**src/rtl/instruction_fetch_stage_pkg.sv**
```systemverilog
// Shared front-end definitions used by fetch and decode: NOP encoding, major
// opcodes and the fetch FSM state type.
package instruction_fetch_stage_pkg;

  localparam logic [31:0] RV_NOP    = 32'h0000_0013;

  localparam logic [6:0]  OP_REG    = 7'b0110011;
  localparam logic [6:0]  OP_LOAD   = 7'b0000011;
  localparam logic [6:0]  OP_STORE  = 7'b0100011;
  localparam logic [6:0]  OP_BRANCH = 7'b1100011;

  typedef enum logic {
    S_REQ,
    S_WAIT
  } fetch_state_e;

  // Instruction addresses are word aligned; low bits from branch targets are dropped.
  function automatic logic [31:0] align_pc(input logic [31:0] pc);
    return {pc[31:2], 2'b00};
  endfunction

endpackage

```
**src/rtl/instruction_fetch_stage_parity_checker.sv**
```systemverilog
// Even-parity check on a 32-bit word plus its parity bit; reusable on the
// data-memory path. ENABLE = 0 ties the error output low.
module parity_checker #(
  parameter bit ENABLE = 1'b1
) (
  input  logic [31:0] i_data,
  input  logic        i_parity,
  output logic        o_err
);

  assign o_err = ENABLE & (^{i_data, i_parity});

endmodule

```
**src/rtl/instruction_fetch_stage.sv**
```systemverilog
// Fetch stage: one outstanding imem request, parity-checked responses, and a
// valid/ready output register toward decode with branch redirect/flush.
//
// state  | meaning
// S_REQ  | presenting imem request at pc
// S_WAIT | request accepted, waiting to accept its response
module instruction_fetch_stage
  import instruction_fetch_stage_pkg::*;
#(
  parameter logic [31:0] RESET_PC  = 32'h0000_0000,
  parameter bit          PARITY_EN = 1'b1,
  parameter int          CNT_W     = 8
) (
  input  logic             clk,
  input  logic             rst,
  output logic             imem_req_valid,
  input  logic             imem_req_ready,
  output logic [31:0]      imem_addr,
  input  logic             imem_resp_valid,
  output logic             imem_resp_ready,
  input  logic [31:0]      imem_resp_data,
  input  logic             imem_resp_parity,
  input  logic             redirect_valid,
  input  logic [31:0]      redirect_pc,
  output logic             id_valid,
  input  logic             id_ready,
  output logic [31:0]      id_instr,
  output logic [31:0]      id_pc,
  output logic             parity_err,
  output logic [CNT_W-1:0] parity_err_cnt
);

  fetch_state_e     r_state;
  fetch_state_e     w_state_nxt;
  logic [31:0]      r_pc;
  logic [31:0]      r_inflight_pc;
  logic             r_squash;
  logic             r_id_valid;
  logic [31:0]      r_id_instr;
  logic [31:0]      r_id_pc;
  logic             r_parity_err;
  logic [CNT_W-1:0] r_err_cnt;

  logic w_req_fire;
  logic w_resp_fire;
  logic w_load;
  logic w_par_err;
  logic w_perr_evt;
  logic w_squash_nxt;

  assign imem_req_valid  = !rst && (r_state == S_REQ);
  assign imem_addr       = r_pc;
  // A squashed response is always drained, even while decode is stalled.
  assign imem_resp_ready = !rst && (r_state == S_WAIT) &&
                           (r_squash || !r_id_valid || id_ready);

  assign w_req_fire  = imem_req_valid && imem_req_ready;
  assign w_resp_fire = imem_resp_valid && imem_resp_ready;
  assign w_load      = w_resp_fire && !r_squash && !redirect_valid;
  assign w_perr_evt  = w_load && w_par_err;

  parity_checker #(
    .ENABLE (PARITY_EN)
  ) u_parity (
    .i_data   (imem_resp_data),
    .i_parity (imem_resp_parity),
    .o_err    (w_par_err)
  );

  always_comb begin
    w_state_nxt  = r_state;
    w_squash_nxt = r_squash;
    case (r_state)
      S_REQ:  if (w_req_fire)  w_state_nxt = S_WAIT;
      S_WAIT: if (w_resp_fire) w_state_nxt = S_REQ;
    endcase
    // Squash marks a request whose response belongs to the pre-redirect path.
    if (redirect_valid) begin
      w_squash_nxt = w_req_fire || ((r_state == S_WAIT) && !w_resp_fire);
    end else if (w_resp_fire) begin
      w_squash_nxt = 1'b0;
    end
  end

  always_ff @(posedge clk) begin
    if (rst) begin
      r_state       <= S_REQ;
      r_pc          <= RESET_PC;
      r_inflight_pc <= RESET_PC;
      r_squash      <= 1'b0;
      r_id_valid    <= 1'b0;
      r_id_instr    <= RV_NOP;
      r_id_pc       <= 32'h0000_0000;
      r_parity_err  <= 1'b0;
      r_err_cnt     <= '0;
    end else begin
      r_state  <= w_state_nxt;
      r_squash <= w_squash_nxt;
      if (w_req_fire) r_inflight_pc <= r_pc;

      if (redirect_valid) begin
        r_pc <= align_pc(redirect_pc);
      end else if (w_load) begin
        r_pc <= r_pc + 32'd4;
      end

      if (redirect_valid) begin
        r_id_valid <= 1'b0;
      end else if (w_load) begin
        r_id_valid <= 1'b1;
        r_id_instr <= w_par_err ? RV_NOP : imem_resp_data;
        r_id_pc    <= r_inflight_pc;
      end else if (id_ready) begin
        r_id_valid <= 1'b0;
      end

      r_parity_err <= w_perr_evt;
      if (w_perr_evt && !(&r_err_cnt)) r_err_cnt <= r_err_cnt + 1'b1;
    end
  end

  assign id_valid       = r_id_valid;
  assign id_instr       = r_id_instr;
  assign id_pc          = r_id_pc;
  assign parity_err     = r_parity_err;
  assign parity_err_cnt = r_err_cnt;

endmodule

```
**config.mk**
```make
export PLATFORM = sky130hd
export DESIGN_NAME = instruction_fetch_stage
export DESIGN_NICKNAME = d
export VERILOG_FILES = /design/src/rtl/instruction_fetch_stage_pkg.sv /design/src/rtl/instruction_fetch_stage_parity_checker.sv /design/src/rtl/instruction_fetch_stage.sv
export SDC_FILE = /design/constraint.sdc
export NUM_CORES = 1
export LEC_CHECK = 0
export ABC_AREA = 1
export CORE_MARGIN = 2
export CORE_UTILIZATION = 50
export DETAILED_ROUTE_END_ITERATION = 10
export HOLD_SLACK_MARGIN = 0.1
export PLACE_DENSITY = 0.88
export SLEW_MARGIN = 10
export SYNTH_ARGS = -nofsm -noshare
export SYNTH_HDL_FRONTEND = slang
export SYNTH_SLANG_ARGS = --single-unit
```
**constraint.sdc**
```tcl
create_clock -name clk -period 4.4 [get_ports clk]
set_clock_uncertainty 0.1 [all_clocks]
set_input_delay 0.88 -clock clk [delete_from_list [all_inputs] [get_ports clk]]
set_output_delay 0.88 -clock clk [all_outputs]
set_load 0.005 [all_outputs]
```
# ---- Word level (Yosys, flattened, before mapping)
# Index checks and enable logic that the tools add are counted.
dict set report word_totals {
  inputBits 71
  wordCells 50
  regBits 140
  out_inout_bits 108
}
dict set report op_classes {
  add_sub_neg 2
  n_mux 10
  bitwise 2
  reduce_logical 26
}
# cell count
set ops {}
lappend ops {{32-bit two-way mux} 3}
lappend ops {{33-bit XOR reduction} 1}
lappend ops {{32-bit by 3-bit adder with 32-bit output, second input constant} 1}
lappend ops {{1-bit logical AND} 10}
lappend ops {{8-bit by 1-bit adder with 8-bit output, second input constant} 1}
lappend ops {{8-bit AND reduction} 1}
lappend ops {{1-bit zero test} 6}
lappend ops {{1-bit two-way mux} 6}
lappend ops {{2-bit nonzero test} 3}
lappend ops {{1-bit logical OR} 3}
lappend ops {{1-bit NOT} 2}
lappend ops {{1-bit case mux with 2 select lines} 1}
lappend ops {{2-bit AND reduction} 1}
lappend ops {{2-bit OR reduction} 1}

# ---- Depth between registers and ports, before layout
dict set report depth {
  depth_word 9
  mapped_depth 17
  depth_no_buf 17
}

# ---- By module
# A second synthesis with hierarchy kept.
dict set report hier_totals {
  cells_unflattened 1050
  hier_area_um2 6708.9
}
# mod seq_area_each_um2 instances area_per_inst_um2 cells_per_inst
set modules_own_cells {}
lappend modules_own_cells {instruction_fetch_stage 2682.6 1 5855.6 828}
lappend modules_own_cells {parity_checker 0.0 1 853.3 222}

# ---- Worst setup path before layout
# OpenSTA, ideal clock, no wires.
dict set report synth_path {
  path_type {in2reg}
  startpoint {input imem_resp_data[30]}
  endpoint {register r_id_instr[11], in the netlist id_instr[11]}
  required_ns 4.229
  path_buffers 1
  setup_slack_ns 1.705
  setup_ns 0.071
  stages 15
  t_arrival_ns 2.525
  cell_sequence {xnor2_1 -> nand2_1 -> nand2_1 -> inv_1 -> nand2_1 -> nand2_1 -> nand2_1 -> nand2_1 -> nand2_1 -> nand2_1 -> ha_1 -> inv_2 -> clkbuf_1 -> nand3_1 -> a21oi_1}
}
dict set report synth_via {
  elab_chain_cells 2
}
# element line_no
set synth_rtl {}
lappend synth_rtl {{start: declaration} instruction_fetch_stage.sv:21} ;# input logic [31:0] imem_resp_data,
lappend synth_rtl {{33-bit XOR reduction} instruction_fetch_stage_parity_checker.sv:11} ;# assign o_err = ENABLE & (^{i_data, i_parity});
lappend synth_rtl {{32-bit two-way mux} instruction_fetch_stage.sv:111} ;# r_id_instr <= w_par_err ? RV_NOP : imem_resp_data;
lappend synth_rtl {{end signal: assignment} instruction_fetch_stage.sv:111}
lappend synth_rtl {{end: declaration} instruction_fetch_stage.sv:39} ;# logic [31:0] r_id_instr;
# No other way between the ends.
# A chain may end at the register's enable or synchronous reset.

# ---- Worst setup path in the final report
dict set report layout_path {
  startpoint {input id_ready}
  endpoint {output imem_resp_ready}
}
dict set report layout_via {
  elab_chain_cells 2
}
# element line_no
set layout_rtl {}
lappend layout_rtl {{start: declaration} instruction_fetch_stage.sv:26} ;# input logic id_ready,
lappend layout_rtl {{1-bit logical OR} instruction_fetch_stage.sv:55} ;# (r_squash || !r_id_valid || id_ready);
lappend layout_rtl {{1-bit logical AND} instruction_fetch_stage.sv:54} ;# assign imem_resp_ready = !rst && (r_state == S_WAIT) &&
lappend layout_rtl {{end: declaration} instruction_fetch_stage.sv:20} ;# output logic imem_resp_ready,
# No other way between the ends.

==> results.py <==
metrics = {
    "outcome": {
        "status": "complete, no violations",
    },
    "yosys": {
        "netlist_area_sq_um": 6590,
        "yosys-top-cells-count": "nand2_1 (326), nor2_1 (138), dfxtp_1 (134)",
        "ys_seq_area_share_pct": 40.7,
        "synth_enable_flop_cells": 0,
        "yosysTopAreaCell": "dfxtp_1",
        "yosysMostFrequentCell": "nand2_1",
        "netlist_instances": 1019,
        "synth.distinct_cells": 28,
        "synth_top_area_share_pct": 40.7,
        "ys_warn_count": 0,
        "synth_flop_cell": "dfxtp_1",
        "syn_avg_cell_area_sq_um": 6.46,
        "synth_area_leaders": "dfxtp_1 (41%), nand2_1 (19%), nor2_1 (7.9%)",
        "synth-seq-cells": 134,
        "synthArstFlopShare_pct": 0,
    },
    "die": {
        "die_h_um": 119,
        "rows": 41,
        "die_width_um": 119,
        "io-pin-count": 179,
        "die_area_sq_um": 14100,
        "initial_core_util_pct": 51.8,
        "core_sq_um": 12700,
    },
    "drt": {
        "vias_per_cell": 5.26,
        "wl_mm": 19.3,
        "drc": 0,
        "vias": 7135,
        "drt-initial-drc-count": 633,
        "postRouteAntennaNets": 0,
        "dr.pass1.iters": 5,
        "wire_per_inst_um": 14.2,
    },
    "layout": {
        "diodes": 0,
        "multi_input_area_sq_um": 3370,
        "syn_to_final_growth_pct": 36.7,
        "fin_nets": 1246,
        "layout-drive-gt1-share_pct": 4.31,
        "fill_cells": 1069,
        "seq_area_sq_um": 2680,
    },
    "clocking": {
        "cts_tree": "yes",
        "ctsRootBufferMaster": "clkbuf_16",
        "htreeDepth": 4,
        "clock-sinks": 134,
        "path_clk_slew_ns": 0.06,
        "cts_buffers": 17,
        "cts-resized-gates": 0,
        "cts_setup_buffers": 0,
        "ctsHoldBuffers": 0,
        "clock_latency_ns": 0.43,
        "clockBufferDepth": 2,
    },
    "power": {
        "clkPwrFrac_pct": 47.1,
        "power_frac_comb_pct": 12.9,
        "powerDensity_nw_per_um2": 360,
        "seqPwrFrac_pct": 40.0,
        "cellLeakagePower_nw": 3.84,
        "fin_total_pwr_mw": 3.24,
        "p_switching_mw": 0.840,
        "cellInternalPower_mw": 2.41,
        "p_sw_share_pct": 25.9,
        "vdd_drop_max_uv": 232,
    },
    "placement": {
        "post-dp-hpwl_mm": 13.5,
        "gp_congestion": 0.940,
        "io_buffers": 172,
    },
    "worst_setup_path": {
        "worstPathMaxFanout": 3,
        "critPathKind": "in2out",
        "arrival_ns": 2.20,
        "startpoint_type": "input pin",
        "cp-end-kind": "output port",
        "cp.required_ns": 3.42,
    },
    "global_routing": {
        "antenna_found_initial": 0,
        "grt_pass1_wl_mm": 31.3,
        "grtUsageTotal_pct": 27.4,
        "grt_pass1_vias": 6508,
        "grt_max_degree": 76,
        "grt_overflow": 0,
    },
    "sta": {
        "worst_pin_slew_ns": 1.12,
        "maxSlewHeadroom_pct": 25.5,
        "rsz0062_at_grt": "no",
        "setup_violations": 0,
        "fmax_ghz": 0.314,
        "layout_min_cycle_time_ns": 3.18,
        "period_share_pct": 72.3,
        "slew_viol_final": 0,
        "hold_viol_final": 0,
        "tns_ns": 0,
    },
    "worst_hold_path": {
        "hold_path_class": "reg2reg",
    },
    "flow_run": {
        "drv_cap": 0,
    },
}
## area by class of cell
cell class                 count  share of cell area [%]
sequential                   134                    29.8
inverter                      84                    3.50
clock inverter                13                    2.20
tap                          172                    2.39
clock buffer                  18                    4.88
multi-input combinational    756                    37.5
timing repair buffer         179                    19.8
## cell families after synthesis
logic type / Yosys count / share of synthesized area [%]
AOI/OAI and AO/OA: 154 / 11.9
xor gates and xnor gates: 20 / 2.66
adders and majority gates: 3 / 0.570
buffers and inverters: 132 / 8.38
DFF: 134 / 40.7
other: 1 / 0.0569
and+or+nand+nor: 575 / 35.7
## path summary, 6_finish.rpt
check	from	endpoint	slack, ns	depth (start not counted)
setup reg to reg	r_state	id_pc[24]	2.32	7
hold reg to reg	id_instr[9]	id_instr[9]	0.36	2
hold / removal	id_instr[9]	id_instr[9]	0.36	2
setup / recovery	id_ready	imem_resp_ready	1.22	6
## metrics by stage
step	hold slack, ns	worst slack (ns)	util, %	instance area [sq um]	std cells
2_1_floorplan	0.343	1.70	-	6600	1022
3_3_place_gp	0.351	0.969	65.8	8370	1325
3_5_place_dp	0.358	0.844	65.8	8370	1325
4_1_cts	0.366	1.23	70.8	9000	1356
5_1_grt	0.387	1.00	70.8	9000	1356
6_report	0.364	1.22	70.8	9000	1356
## routing by layer
metal,track usage (%),vias to the layer above,share of wire (%)
met5,0,-,0
met2,44.2,321,46
met4,12.9,0,3.3
met1,34.3,3233,42
met3,6.81,48,8.9
li1,-,3533,-
## cell usage in the layout (no fill, tap or decap)
master           synthesis  final
nand3b_1                 1      1
buf_12                   0      1
clkbuf_8                 0      1
nand4_4                  1      1
nand3_1                 97     97
nand3_4                  1      1
nand2_2                  1      2
nor2_4                   3      4
buf_4                   10      6
xnor2_1                  4      4
inv_2                    2      3
inv_6                    0      2
clkdlybuf4s50_1          0    171
o21ai_1                  1      1
nor2_1                 138    138
nor2_2                   2      1
clkinvlp_4               0      3
xor2_1                  16     16
inv_8                    0      1
and2_1                   1      1
conb_1                   1      4
nand2_1                326    325
nor3_1                   2      2
nand4_1                  2      2
clkinv_4                 0      3
a21oi_1                 58     58
clkbuf_16                0     17
inv_1                   82     81
a31oi_1                  9      9
dfxtp_1                134    134
buf_2                   14      1
o21ai_0                 86     86
ha_1                     3      3
bufinv_16                0      4
## power groups by stage
| stage | clock network (mW) | logic (mW) | registers [mW] |
|---|---|---|---|
| floorplan | 0 | 0.223 | 1.32 |
| global placement | 0 | 0.400 | 1.32 |
| detailed placement | 0 | 0.410 | 1.32 |
| CTS | 1.54 | 0.414 | 1.30 |
| global route | 1.60 | 0.462 | 1.30 |
| finish | 1.53 | 0.417 | 1.30 |
## worst max-delay path: stages
cell and delay (ns):
clkdlybuf4s50_1 0.45, inv_1 0.04, nand2_1 0.13, o21ai_0 0.10, inv_1 0.10, clkdlybuf4s50_1 0.50
## sequential cells by signal (all words and copies together), names as in the netlist
| signal | count |
|---|---|
| id_instr | 32 |
| id_pc | 30 |
| id_valid | 1 |
| imem_addr | 30 |
| parity_err | 1 |
| parity_err_cnt | 8 |
| r_inflight_pc | 30 |
| r_squash | 1 |
| r_state | 1 |
(Power assumes the default switching activity.)
